<file path="config.mk">
export PLATFORM = sky130hd
export DESIGN_NAME = display_scan_scheduler_flat
export DESIGN_NICKNAME = d
export VERILOG_FILES = /design/src/rtl/display_scan_scheduler_if.sv /design/src/rtl/display_scan_scheduler.sv /design/src/flat_wrapper.sv
export SDC_FILE = /design/constraint.sdc
export NUM_CORES = 1
export LEC_CHECK = 0
export BUFFER_PORTS_ARGS = -buffer_cell sky130_fd_sc_hd__buf_2
export CAP_MARGIN = 20
export CORE_ASPECT_RATIO = 0.9
export CORE_MARGIN = 2
export CORE_UTILIZATION = 40
export CTS_CLUSTER_SIZE = 20
export DETAILED_ROUTE_END_ITERATION = 16
export GPL_ROUTABILITY_DRIVEN = 0
export GPL_TIMING_DRIVEN = 0
export SLEW_MARGIN = 10
export SYNTH_ARGS = -nofsm -noshare
export SYNTH_HDL_FRONTEND = slang
export SYNTH_SLANG_ARGS = --single-unit
</file>
<file path="constraint.sdc">
create_clock -name clk -period 9.2 [get_ports clk]
set_clock_uncertainty 0.15 [all_clocks]
set_input_delay 0.92 -clock clk [delete_from_list [all_inputs] [get_ports clk]]
set_output_delay 0.92 -clock clk [all_outputs]
set_load 0.005 [all_outputs]
</file>
<file path="src/rtl/display_scan_scheduler_if.sv">
// Bus bundle for display_scan_scheduler.
//   master : drives load/data_in/en_mask/lz_en, observes status and scan outputs
//   slave  : the scheduler itself
// data_in is packed [NUM_DIG-1:0][3:0], which is bit-identical to a flat
// 4*NUM_DIG vector with digit k at [4k+3:4k].
interface display_scan_scheduler_if #(
  parameter int NUM_DIG = 8,
  parameter int IDX_W   = 3
);
  logic                    load;
  logic [NUM_DIG-1:0][3:0] data_in;
  logic [NUM_DIG-1:0]      en_mask;
  logic                    lz_en;
  logic                    busy;
  logic                    ack;
  logic                    frame_start;
  logic [IDX_W-1:0]        digit_idx;
  logic [3:0]              digit_bcd;
  logic [NUM_DIG-1:0]      anodo;

  modport master (
    output load, data_in, en_mask, lz_en,
    input  busy, ack, frame_start, digit_idx, digit_bcd, anodo
  );

  modport slave (
    input  load, data_in, en_mask, lz_en,
    output busy, ack, frame_start, digit_idx, digit_bcd, anodo
  );
endinterface

</file>
<file path="src/rtl/display_scan_scheduler.sv">
// Time-multiplexed 7-segment scan sequencer.
//   clk, rst : system clock, async active-high reset
//   bus      : slave side of display_scan_scheduler_if
//     load/data_in/en_mask/lz_en : staging write strobe and payload
//     busy/ack                   : staging pending / transferred-to-display pulse
//     frame_start                : pulse in first cycle of digit-0 slot
//     digit_idx/digit_bcd/anodo  : current slot, its nibble, active-low anodes
// Each slot is PRESC clocks; the first BLANK_CYC clocks keep all anodes off.
// Staging is copied to the display regs only on the frame boundary, so a
// frame never mixes old and new data.

// Per-digit anode decision: lit only when selected, past dead-time, enabled
// and not suppressed as a leading zero.
module dss_lane (
  input  logic sel_i,
  input  logic on_i,
  input  logic en_i,
  input  logic lz_i,
  output logic an_n_o
);
  assign an_n_o = ~(sel_i & on_i & en_i & ~lz_i);
endmodule

module display_scan_scheduler #(
  parameter int NUM_DIG   = 8,
  parameter int IDX_W     = 3,
  parameter int PRESC     = 50000,
  parameter int BLANK_CYC = 500
) (
  input logic                      clk,
  input logic                      rst,
  display_scan_scheduler_if.slave  bus
);
  localparam int CNT_W = $clog2(PRESC);

  typedef enum logic {ST_BLANK, ST_ON} state_t;
  localparam state_t ST_RST = (BLANK_CYC == 0) ? ST_ON : ST_BLANK;

  state_t                  state_q, state_d;
  logic [CNT_W-1:0]        cnt_q, cnt_d;
  logic [IDX_W-1:0]        idx_q, idx_d;
  logic [NUM_DIG-1:0][3:0] stg_data_q, stg_data_d;
  logic [NUM_DIG-1:0]      stg_en_q, stg_en_d;
  logic                    stg_lz_q, stg_lz_d;
  logic                    busy_q, busy_d;
  logic [NUM_DIG-1:0][3:0] disp_q, disp_d;
  logic [NUM_DIG-1:0]      en_q, en_d;
  logic [NUM_DIG-1:0]      lzm_q, lzm_d;
  logic                    ack_q, ack_d;
  logic                    fs_q, fs_d;
  logic [NUM_DIG-1:0]      anodo_q, anodo_d;
  logic [3:0]              bcd_q, bcd_d;

  logic [NUM_DIG-1:0]      lz_calc;
  logic [NUM_DIG-1:0]      lane_an;
  logic                    last_cyc, boundary, xfer;

  // Leading-zero mask from staging (the data about to be displayed):
  // digit k>0 is dark iff it and every higher nibble are zero.
  always_comb begin
    logic z;
    z       = 1'b1;
    lz_calc = '0;
    for (int k = NUM_DIG - 1; k >= 0; k--) begin
      z = z & (stg_data_q[k] == 4'd0);
      lz_calc[k] = (k != 0) & stg_lz_q & z;
    end
  end

  for (genvar k = 0; k < NUM_DIG; k++) begin : g_lane
    dss_lane u_lane (
      .sel_i  (idx_q == IDX_W'(k)),
      .on_i   (state_q == ST_ON),
      .en_i   (en_q[k]),
      .lz_i   (lzm_q[k]),
      .an_n_o (lane_an[k])
    );
  end

  always_comb begin
    cnt_d      = cnt_q + 1'b1;
    idx_d      = idx_q;
    stg_data_d = stg_data_q;
    stg_en_d   = stg_en_q;
    stg_lz_d   = stg_lz_q;
    busy_d     = busy_q;
    disp_d     = disp_q;
    en_d       = en_q;
    lzm_d      = lzm_q;
    ack_d      = 1'b0;

    last_cyc = (cnt_q == CNT_W'(PRESC - 1));
    boundary = last_cyc && (idx_q == IDX_W'(NUM_DIG - 1));
    xfer     = boundary && busy_q;

    if (last_cyc) begin
      cnt_d = '0;
      idx_d = boundary ? '0 : idx_q + 1'b1;
    end

    // State tracks the slot counter value it will be paired with.
    state_d = (int'(cnt_d) < BLANK_CYC) ? ST_BLANK : ST_ON;

    // Outputs lag the cnt/idx that select them by one clock, and anodes and
    // nibble are registered on the same edge so a lit digit never glitches.
    anodo_d = lane_an;
    bcd_d   = disp_q[idx_q];
    fs_d    = boundary;

    // Transfer uses the staging contents held before this edge; a load on
    // the boundary cycle lands in staging and stays pending.
    if (xfer) begin
      disp_d = stg_data_q;
      en_d   = stg_en_q;
      lzm_d  = lz_calc;
      ack_d  = 1'b1;
      busy_d = 1'b0;
    end

    if (bus.load) begin
      stg_data_d = bus.data_in;
      stg_en_d   = bus.en_mask;
      stg_lz_d   = bus.lz_en;
      busy_d     = 1'b1;
    end
  end

  always_ff @(posedge clk or posedge rst) begin
    if (rst) begin
      state_q    <= ST_RST;
      cnt_q      <= '0;
      idx_q      <= '0;
      stg_data_q <= '0;
      stg_en_q   <= '0;
      stg_lz_q   <= 1'b0;
      busy_q     <= 1'b0;
      disp_q     <= '0;
      en_q       <= '0;
      lzm_q      <= '0;
      ack_q      <= 1'b0;
      fs_q       <= 1'b0;
      anodo_q    <= '1;
      bcd_q      <= '0;
    end else begin
      state_q    <= state_d;
      cnt_q      <= cnt_d;
      idx_q      <= idx_d;
      stg_data_q <= stg_data_d;
      stg_en_q   <= stg_en_d;
      stg_lz_q   <= stg_lz_d;
      busy_q     <= busy_d;
      disp_q     <= disp_d;
      en_q       <= en_d;
      lzm_q      <= lzm_d;
      ack_q      <= ack_d;
      fs_q       <= fs_d;
      anodo_q    <= anodo_d;
      bcd_q      <= bcd_d;
    end
  end

  assign bus.busy        = busy_q;
  assign bus.ack         = ack_q;
  assign bus.frame_start = fs_q;
  assign bus.digit_idx   = idx_q;
  assign bus.digit_bcd   = bcd_q;
  assign bus.anodo       = anodo_q;
endmodule

</file>
<file path="src/flat_wrapper.sv">
// flat-port wrapper written by rule: the top's interface ports become plain ports
module display_scan_scheduler_flat 
#(
  parameter int NUM_DIG   = 8,
  parameter int IDX_W     = 3,
  parameter int PRESC     = 50000,
  parameter int BLANK_CYC = 500
)
  (clk, rst, bus_load, bus_data_in, bus_en_mask, bus_lz_en, bus_busy, bus_ack, bus_frame_start, bus_digit_idx, bus_digit_bcd, bus_anodo);
  display_scan_scheduler_if #(.NUM_DIG(NUM_DIG), .IDX_W(IDX_W)) bus_i ();
  input logic clk;
  input logic rst;
  input wire logic [$bits(bus_i.load)-1:0] bus_load;
  input wire logic [$bits(bus_i.data_in)-1:0] bus_data_in;
  input wire logic [$bits(bus_i.en_mask)-1:0] bus_en_mask;
  input wire logic [$bits(bus_i.lz_en)-1:0] bus_lz_en;
  output wire logic [$bits(bus_i.busy)-1:0] bus_busy;
  output wire logic [$bits(bus_i.ack)-1:0] bus_ack;
  output wire logic [$bits(bus_i.frame_start)-1:0] bus_frame_start;
  output wire logic [$bits(bus_i.digit_idx)-1:0] bus_digit_idx;
  output wire logic [$bits(bus_i.digit_bcd)-1:0] bus_digit_bcd;
  output wire logic [$bits(bus_i.anodo)-1:0] bus_anodo;
  assign bus_i.load = bus_load;
  assign bus_i.data_in = bus_data_in;
  assign bus_i.en_mask = bus_en_mask;
  assign bus_i.lz_en = bus_lz_en;
  assign bus_busy = bus_i.busy;
  assign bus_ack = bus_i.ack;
  assign bus_frame_start = bus_i.frame_start;
  assign bus_digit_idx = bus_i.digit_idx;
  assign bus_digit_bcd = bus_i.digit_bcd;
  assign bus_anodo = bus_i.anodo;
  display_scan_scheduler #(.NUM_DIG(NUM_DIG), .IDX_W(IDX_W), .PRESC(PRESC), .BLANK_CYC(BLANK_CYC)) u_core (.clk(clk), .rst(rst), .bus(bus_i));
endmodule
</file>
==> results of run 1 <==
## registers in the layout, summed over array words and instances, names as in the netlist
| name | flops |
|---|---|
| u_core.disp_q | 32 |
| u_core.stg_data_q | 32 |
| u_core.cnt_q | 16 |
| u_core.bus.anodo | 8 |
| u_core.en_q | 8 |
| u_core.stg_en_q | 8 |
| u_core.lzm_q | 7 |
| u_core.bus.digit_bcd | 4 |
| u_core.bus.digit_idx | 3 |
| u_core.bus.ack | 1 |
| u_core.bus.busy | 1 |
| u_core.bus.frame_start | 1 |
| u_core.state_q | 1 |
| u_core.stg_lz_q | 1 |
## worst max path at each step
stage                                      to  slack [ps]
2_1_floorplan        u_core.bus.ack$_DFF_PP0_        4870
3_3_place_gp   u_core.stg_en_q[2]$_DFFE_PP0P_        3530
3_5_place_dp         u_core.state_q$_DFF_PP0_        6260
4_1_cts              u_core.state_q$_DFF_PP0_        6240
5_1_grt              u_core.state_q$_DFF_PP0_        6030
6_report             u_core.state_q$_DFF_PP0_        6250
## power by group through the flow
stage	clock network (mW)	registers [mW]	logic [mW]
5_1_grt	0.709	0.577	0.0534
3_5_place_dp	0	0.583	0.0486
6_report	0.672	0.574	0.0471
4_1_cts	0.685	0.574	0.0487
3_3_place_gp	0	0.583	0.0453
2_1_floorplan	0	0.577	0.0313
## per-stage QoR
step,worst slack [ps],hold slack [ps],area (um^2)
6_report,6251,291.6,6369
5_1_grt,6026,306.4,6369
4_1_cts,6240,293.7,6369
3_5_place_dp,6259,286.7,5767
3_3_place_gp,3534,282.5,5734
2_1_floorplan,4872,249.5,5229
## layout by cell type (no fill, tap or decap), types with 7 or more instances in the layout
master,netlist,routed
nand2_1,80,80
nor4_1,9,9
nor2_1,8,8
o21ai_0,8,8
mux2_2,67,67
mux4_2,8,8
dfstp_2,8,8
nand3_1,11,11
clkbuf_1,20,25
dfrtp_1,115,115
buf_2,2,62
nor3_1,8,8
xor2_1,8,8
ha_1,7,7
clkbuf_16,0,17
nand4b_1,9,9
inv_1,8,7
## per-layer routing
| metal | track usage [%] | share of wire, % | up-vias |
|---|---|---|---|
| met5 | 0 | 0 | - |
| met4 | 6.292 | 1.2 | 0 |
| met3 | 4.957 | 4.4 | 13 |
| met2 | 26.78 | 48 | 76 |
| met1 | 22.47 | 47 | 1718 |
| li1 | - | - | 1644 |
## worst max-delay path: cells and delay by family, from the launching register on
family / cells / cell delay, ps
simple gates: 2 / 920
compound gates: 2 / 560
flops: 1 / 410
mux: 1 / 410
buf+inv: 1 / 220
fa+ha+maj: 1 / 160
## cells in the mapped netlist, drive strengths merged (3+ instances only)
master,number
dfrtp,115
clkbuf,20
and3,5
nand2,80
xnor2,4
nand4b,9
nor4,10
nor2,8
dfstp,8
nor3,8
mux4,8
ha,7
nand4,5
o21ai,9
xor2,8
buf,3
or3,3
nand3,11
mux2,67
inv,8
## area by class of cell
| type | count | area share [%] |
|---|---|---|
| multi-input cells | 266 | 31.63 |
| clock inverters | 7 | 1.827 |
| repair buffers | 61 | 5.147 |
| well taps | 164 | 3.222 |
| plain buffers | 23 | 1.513 |
| inverters | 8 | 0.5501 |
| clock buffers | 25 | 7.623 |
| flip-flops and latches | 123 | 48.49 |
## logic make-up (layout without fill, tap and decap cells)
logic type / after synthesis / count (layout)
flip-flops: 123 / 123
AND/OR/NAND/NOR: 148 / 148
AO/OA/AOI/OAI: 24 / 24
multiplexers: 75 / 75
XOR/XNOR: 12 / 12
buffers and inverters: 31 / 124
adder cells (fa/ha/maj): 7 / 7
==> reports/results.tsv, run 1 <==
stage	metric	value	unit
yosys	ys.flop_type	dfrtp_1	
worst_hold_path	min_to	u_core.bus.anodo[0]$_DFF_PP1_	
final_layout	multi_input_area	2014	um^2
sta	finalCritPeriodShare	32.05	%
global_route	grt_pass1_wl	18.51	mm
final_layout	utilization	50.00	%
route	antenna_left	0	
cts	cts_buffers	17	
global_route	grt_pass1_vias	3618	
cts	cts_buffer_depth	2	
cts	postCtsSetupBuffers	0	
sta	tightest_slew	837.3	ps
sta	setup_viol	0	
cts	clock-sinks	123	
yosys	synth_edf_count	0	
pwr	power.switching	261.5	uW
final_layout	num-fill-cells	1140	
placed_design	dp.final_hpwl	7.851	mm
floorplan	die_x	124.5	um
yosys	synth_seq_cells	123	
worst_setup_path	critPathLaunch	u_core.cnt_q[0]$_DFF_PP0_	
global_route	grt.total_usage	16.98	%
yosys	synth_area_leaders	dfrtp_1 (55%), mux2_2 (14%), nand2_1 (5.7%), dfstp_2 (4.0%), mux4_2 (3.4%)	
global_route	overflow	0	
worst_setup_path	cp-start-kind	flop	
final_layout	fin_cells	677	
global_route	grt_max_degree	72	
final_layout	final_nets	551	
cts	insertion_delay	410	ps
placed_design	io_buffers	60	
worst_setup_path	r2r_start	u_core.cnt_q[0]$_DFF_PP0_	
route	drc_errors	0	
final_layout	areaGrowthSynthToFinish	21.80	%
route	drt_wl_total	10.93	mm
cts	cts_tree	done	
pwr	p_int	1.032	mW
floorplan	start_util	41.06	%
worst_setup_path	worstPathArrival	3090	ps
yosys	yosys_warnings	0	
worst_hold_path	hold_path.class	flop to flop	
yosys	syn-cell-area	5229	um^2
cts	cts_root_buf	clkbuf_16	
pwr	p_leak	3.011	nW
floorplan	fp.dieH	112.5	um
worst_setup_path	crit_slowest_cell	nor3_1	
worst_setup_path	setup.worst_path.class	flop to flop	
yosys	synthArstFlopShare	100.0	%
route	firstDrtPassIters	4	
final_layout	drive_gt1_share	35.28	%
worst_setup_path	critPathMaxStageDelay	560	ps
yosys	synth.avg_cell_area	12.45	um^2
sta	fin_tns_setup	0	ps
route	vias	3451	
pwr	swShare	20.22	%
worst_hold_path	min_from	u_core.en_q[0]$_DFFE_PP0P_	
cts	cts_max_level	4	
flow_run	cap_violations	0	
pwr	ir_drop	130.1	uV
placed_design	dp.cells	645	
sta	report.final.hold_viol_count	0	
worst_setup_path	cp.required	9340	ps
floorplan	coreArea	12740	um^2
yosys	synth-simple-area-share	13.93	%
worst_setup_path	worstRegToRegCells	7	
sta	drv_slew	0	
floorplan	placementRows	39	
yosys	synth_top_cell_by_area	dfrtp_1	
yosys	synth_xor_xnor_area_share	2.010	%
cts	cts-resized-gates	0	
route	viasPerCell	5.097	
route	detail_route.wl_per_cell	16.15	um
sta	clock.fmax	0.3391	GHz
sta	period_needed	2949	ps
yosys	synth_fa_ha_area_share	1.675	%
yosys	syn-num-nets	471	
pwr	p_comb_share	3.6	%
yosys	synth_top_family_by_area	multiplexers	
pwr	power_frac_seq	44.4	%
pwr	power	1.293	mW
pwr	p_per_area	203.1	nW/um^2
worst_setup_path	endpoint_kind	flop	
yosys	synthMuxAreaShare	17.88	%
worst_setup_path	r2r_setup_slack	6250	ps
worst_setup_path	cp_cell_sequence	ha_1, clkbuf_1, nand4_1, nor3_1, mux2_2, o31a_1, a311o_1	
pwr	power.share.clock	52.0	%
floorplan	dieArea	14000	um^2
sta	max_slew_margin	44.18	%
floorplan	io_pins	62	
yosys	ys_seq_area_share	59.06	%
yosys	synth_cell_types	42	
sta	rsz0062_at_grt	false	
yosys	synthCells	420	
worst_hold_path	min_path_cells	1	
yosys	synth_compound_area_share	3.039	%
global_route	grt_antenna_before_repair	0	
final_layout	num_antenna_cells	0	
cts	postCtsHoldBufs	0	
final_layout	regArea	3088	um^2
route	first_iter_violations	191	
yosys	synth_top_area_share	55.04	%
status	status	finished, final reports clean	
worst_setup_path	r2r-end	u_core.state_q$_DFF_PP0_	
cts	clk_pin_slew	50	ps
worst_setup_path	worstPathMaxFanout	9	
Note: power is estimated with default switching activity, not from simulation.
==> inputs of run 2 (changes only) <==
==> constraint.sdc (replaced) <==
create_clock -name clk -period 2.6 [get_ports clk]
set_clock_uncertainty 0.15 [all_clocks]
set_input_delay 0.26 -clock clk [delete_from_list [all_inputs] [get_ports clk]]
set_output_delay 0.26 -clock clk [all_outputs]
set_load 0.005 [all_outputs]
==> reports/results.tsv, run 2 (synthesized netlist as in run 1, its figures left out) <==
stage	metric	value	unit
sta	drv_slew	0	
flow_run	cap_violations	0	
final_layout	num-fill-cells	1077	
cts	cts_max_level	4	
placed_design	io_buffers	60	
cts	cts_buffer_depth	2	
sta	period_needed	2625	ps
pwr	ir_drop	461.3	uV
floorplan	die_x	124.5	um
placed_design	dp.cells	647	
floorplan	start_util	41.06	%
placed_design	dp.final_hpwl	7.973	mm
pwr	swShare	21.73	%
sta	fin_tns_setup	-24.73	ps
route	detail_route.wl_per_cell	15.56	um
pwr	p_per_area	664.5	nW/um^2
worst_setup_path	r2r_start	u_core.cnt_q[10]$_DFF_PP0_	
sta	clock.fmax	0.3810	GHz
global_route	grt_antenna_before_repair	0	
worst_setup_path	critPathBufInv	1	
sta	finalCritPeriodShare	101.0	%
worst_setup_path	endpoint_kind	flop	
cts	cts_tree	done	
pwr	p_int	3.629	mW
cts	cts_root_buf	clkbuf_16	
route	vias	3658	
status	violations	setup timing	
final_layout	drive_gt1_share	37.37	%
pwr	p_comb_share	4.8	%
final_layout	final_nets	608	
floorplan	dieArea	14000	um^2
floorplan	fp.dieH	112.5	um
sta	tightest_slew	819.1	ps
pwr	p_leak	3.324	nW
placed_design	preCtsSetupSlack	-324.5	ps
worst_setup_path	critPathMaxStageDelay	500	ps
final_layout	top_regs	u_core.disp_q x32, u_core.stg_data_q x32, u_core.cnt_q x16	
worst_setup_path	cp-start-kind	flop	
worst_hold_path	min_from	bus_load	
route	first_iter_violations	160	
worst_setup_path	crit_family	simple AND/OR/NAND/NOR gates	
floorplan	placementRows	39	
pwr	power.share.clock	51.4	%
pwr	power.switching	1.007	mW
route	drt_wl_total	11.42	mm
worst_hold_path	min_path_cells	2	
final_layout	final_common_cell	dfrtp_1	
cts	insertion_delay	420	ps
cts	cts_buffers	17	
sta	rsz0062_at_grt	true	
worst_hold_path	hold_path.class	primary input to flop	
sta	max_slew_margin	45.39	%
sta	setup_viol	1	
worst_setup_path	cp.required	2740	ps
global_route	grt_pass1_wl	19.42	mm
sta	fin_ws	-24.73	ps
final_layout	num_antenna_cells	0	
pwr	power_frac_seq	43.8	%
floorplan	io_pins	62	
cts	clk_pin_slew	60	ps
route	drc_errors	0	
worst_setup_path	cp_cell_sequence	buf_6, or4b_4, or4_4, a211o_1, a221o_1, a311o_1	
worst_setup_path	worstPathMaxFanout	6	
global_route	grt_pass1_vias	3834	
sta	holdWs	150.1	ps
route	firstDrtPassIters	4	
final_layout	final_cell_mix	dfrtp_1 (113), nand2_1 (80), mux2_2 (67)	
worst_setup_path	worstPathArrival	2760	ps
route	antenna_left	0	
worst_setup_path	worstRegToRegCells	6	
sta	report.final.hold_viol_count	0	
worst_setup_path	path_depth	6	
route	viasPerCell	4.984	
status	status	finished, violations left	
worst_setup_path	crit_slowest_cell	or4b_4	
worst_setup_path	critPathLaunch	u_core.cnt_q[10]$_DFF_PP0_	
global_route	grt.total_usage	17.67	%
global_route	grt_max_degree	37	
final_layout	areaGrowthSynthToFinish	33.43	%
global_route	overflow	0	
final_layout	fin_cells	734	
cts	clock-sinks	123	
floorplan	coreArea	12740	um^2
pwr	power	4.636	mW
worst_setup_path	setup.worst_path.class	flop to flop	
-- run 2: cell count changes in the layout (fill, tap and decap cells not counted), moves of 3 or more --
cell           previous run  this run
clkbuf_2                  0         7
clkbuf_8                  3         0
dlygate4sd3_1             0        42
clkbuf_1                 25        13
buf_4                     0        16
-- run 2: cell type report --
class | instances | area, um^2 | area share, %
plain buffers | 20 | 95.09 | 1.363
flip-flops and latches | 123 | 3090 | 44.30
inverters | 8 | 33.78 | 0.4842
clock buffers | 19 | 432.9 | 6.205
well taps | 164 | 205.2 | 2.941
multi-input cells | 266 | 2046 | 29.32
clock inverters | 13 | 165.2 | 2.367
repair buffers | 121 | 908.4 | 13.02
-- run 2: timing repair --
action,4_1_cts,5_1_grt
endpoints found under the hold margin,70,0
hold buffers,42,0
buffers inserted,5,11
pin swaps,4,1
gates resized for setup,7,13
setup endpoints to repair,47,52
-- run 2: power groups by stage --
stage                     clock (mW)  sequential (mW)  combinational [mW]
after global placement             0             2.06               0.161
after CTS                       2.43             2.03               0.228
after global routing            2.53             2.04               0.249
final                           2.38             2.03               0.223
after floorplan                    0             2.04               0.111
after detailed placement           0             2.06               0.180
-- run 2: layer usage --
metal	part of all wire, %	wire, um	GRT usage [%]
met1	46	5295	23.97
met2	49	5538	27.98
met3	3.8	430	4.099
met4	1.3	153	6.592
met5	0	0	0
-- run 2: worst paths after layout --
path / to / slack [ps]
setup reg to reg: u_core.state_q$_DFF_PP0_ / -20
hold / removal: u_core.stg_en_q[5]$_DFFE_PP0P_ / 150
setup / recovery: u_core.state_q$_DFF_PP0_ / -20
hold reg to reg: u_core.bus.anodo[0]$_DFF_PP1_ / 300
min in group asynchronous: u_core.stg_data_q[5]$_DFFE_PP0P_ / 370
max in group asynchronous: u_core.bus.anodo[1]$_DFF_PP1_ / 1040
-- run 2: metrics by stage --
step           cell area [um^2]  util [%]
3_3_place_gp               5738     45.05
5_1_grt                    6977     54.78
2_1_floorplan              5233         -
6_report                   6977     54.78
4_1_cts                    6878     54.00
3_5_place_dp               5806     45.58
==> inputs of run 3 (changes only) <==
--- a/config.mk
+++ b/config.mk
@@ -14,6 +14,7 @@
 export DETAILED_ROUTE_END_ITERATION = 16
 export GPL_ROUTABILITY_DRIVEN = 0
 export GPL_TIMING_DRIVEN = 0
+export REMOVE_ABC_BUFFERS = 1
 export SLEW_MARGIN = 10
 export SYNTH_ARGS = -nofsm -noshare
 export SYNTH_HDL_FRONTEND = slang
==> reports/results.tsv, run 3 (synthesized netlist as in run 1, its figures left out) <==
stage	metric	value	unit
final_layout	top_regs	u_core.disp_q x32, u_core.stg_data_q x32, u_core.cnt_q x16	
route	antenna_left	0	
sta	fin_tns_setup	-1.051	ps
worst_setup_path	worstPathMaxFanout	2	
worst_setup_path	r2r-end	u_core.state_q$_DFF_PP0_	
global_route	grt_pass1_wl	18.80	mm
worst_setup_path	worstPathArrival	2730	ps
sta	setup_viol	1	
worst_setup_path	endpoint_kind	flop	
cts	cts_buffer_depth	2	
worst_setup_path	crit_slowest_cell	or4b_4	
worst_setup_path	setup.worst_path.class	flop to flop	
sta	holdWs	280.6	ps
worst_setup_path	crit_family	simple AND/OR/NAND/NOR gates	
worst_hold_path	hold_path.class	flop to flop	
floorplan	die_x	124.5	um
route	dr_wl_met3	396	um
final_layout	final_common_cell	dfrtp_1	
floorplan	io_pins	62	
cts	cts_max_level	4	
final_layout	final_nets	583	
final_layout	areaGrowthSynthToFinish	30.15	%
cts	clock-sinks	123	
cts	insertion_delay	420	ps
floorplan	coreArea	12740	um^2
floorplan	start_util	41.06	%
pwr	p_per_area	662.3	nW/um^2
worst_setup_path	worstRegToRegCells	5	
route	met1_length	5.154	mm
status	status	finished, violations left	
final_layout	final_cell_mix	dfrtp_1 (110), nand2_1 (80), mux2_2 (67)	
floorplan	placementRows	39	
sta	tightest_slew	963.1	ps
sta	max_slew_margin	35.79	%
route	highest_layer	met4	
route	detail_route.wl_per_cell	15.44	um
cts	cts_buffers	17	
pwr	ir_drop	450.4	uV
final_layout	stdcell_area	6805	um^2
worst_setup_path	cp.required	2720	ps
worst_hold_path	min_to	u_core.bus.anodo[0]$_DFF_PP1_	
route	met2_length	5.217	mm
global_route	overflow	0	
worst_hold_path	min_from	u_core.en_q[0]$_DFFE_PP0P_	
global_route	grt.total_usage	16.94	%
route	vias	3561	
route	first_iter_violations	183	
flow_run	cap_violations	0	
placed_design	io_buffers	61	
global_route	grt_pass1_vias	3818	
floorplan	fp.dieH	112.5	um
worst_setup_path	r2r_setup_slack	-1	ps
sta	fin_ws	-1.051	ps
sta	rsz0062_at_grt	true	
sta	report.final.hold_viol_count	0	
placed_design	place_area	5729	um^2
worst_setup_path	critPathBufInv	0	
final_layout	drive_gt1_share	36.76	%
global_route	grt_max_degree	71	
sta	period_needed	2601	ps
sta	finalCritPeriodShare	100.0	%
worst_setup_path	critPathMaxStageDelay	540	ps
status	violations	setup timing	
cts	clk_pin_slew	50	ps
final_layout	num_antenna_cells	0	
floorplan	dieArea	14000	um^2
route	drt_wl_total	10.93	mm
cts	cts_tree	done	
route	drc_errors	0	
sta	drv_slew	0	
global_route	grt_antenna_before_repair	0	
route	viasPerCell	5.030	
worst_setup_path	r2r_start	u_core.cnt_q[11]$_DFF_PP0_	
cts	cts_root_buf	clkbuf_16	
worst_hold_path	min_path_cells	1	
route	firstDrtPassIters	4	
pwr	p_leak	3.216	nW
worst_setup_path	cp_cell_sequence	or4b_4, or4_4, a211o_1, a221o_1, a311o_1	
placed_design	dp.final_hpwl	7.176	mm
worst_setup_path	cp-start-kind	flop	
sta	clock.fmax	0.3845	GHz
[run 3: changes by cell type in the layout (fill, tap and decap cells not counted), moves of 2 or more]
| cell | previous run | this run |
|---|---|---|
| clkinv_2 | 3 | 5 |
| dfrtp_1 | 113 | 110 |
| inv_6 | 3 | 1 |
| buf_12 | 2 | 0 |
| buf_4 | 16 | 9 |
| clkinv_4 | 3 | 0 |
| buf_8 | 0 | 3 |
| clkbuf_2 | 7 | 0 |
| clkbuf_8 | 0 | 3 |
| dfrtp_2 | 2 | 5 |
| clkbuf_1 | 13 | 3 |
[run 3: report_power, final]
group	switching [mW]	total (mW)	internal (mW)
Combinational	0.0842	0.213	0.129
Sequential	0.0496	2.03	1.98
Clock	0.792	2.26	1.47
[run 3: what timing repair did]
| action | in CTS | in global routing |
|---|---|---|
| gates resized for setup | 8 | 1 |
| hold buffers | 42 | 0 |
| pin swaps | 5 | 0 |
| setup buffers | 8 | 1 |
| endpoints found under the hold margin | 110 | 0 |
| setup endpoints to repair | 49 | 1 |
[run 3: worst max-delay path by stage]
| stage | from | to | slack [ps] | depth (start not counted) |
|---|---|---|---|---|
| final | u_core.cnt_q[11]$_DFF_PP0_ | u_core.state_q$_DFF_PP0_ | -1 | 5 |
| after global placement | rst | u_core.stg_en_q[4]$_DFFE_PP0P_ | -2390 | 2 |
| after detailed placement | u_core.cnt_q[10]$_DFF_PP0_ | u_core.disp_q[0]$_DFFE_PP0P_ | -520 | 5 |
| after global routing | u_core.cnt_q[11]$_DFF_PP0_ | u_core.state_q$_DFF_PP0_ | -10 | 5 |
| after CTS | u_core.cnt_q[0]$_DFF_PP0_ | u_core.state_q$_DFF_PP0_ | 7 | 6 |
| after floorplan | rst | u_core.bus.ack$_DFF_PP0_ | -1070 | 1 |
[run 3: cell type report]
cell class | count | area, um^2
Fill cell | 1095 | 5931
Inverter | 8 | 35.03
Multi-Input combinational cell | 266 | 2034
Clock buffer | 23 | 478.0
Timing Repair Buffer | 116 | 865.8
Tap cell | 164 | 205.2
Sequential cell | 123 | 3094
Clock inverter | 8 | 92.59
[run 3: per-layer routing]
metal  track usage (%)  vias up
li1                  -     1690
met1             22.18     1776
met2             27.14       78
met3             4.337       17
met4             6.891        0
met5                 0        -
[run 3: per-stage QoR]
stage	utilization, %	std cells	power, mW	worst slack [ps]
after floorplan	-	397	2.143	-1068
after global placement	44.31	622	2.220	-2392
after detailed placement	44.98	626	2.234	-519.9
after CTS	53.35	707	4.562	6.879
after global routing	53.43	708	4.674	-10.91
final	53.43	708	4.507	-1.051
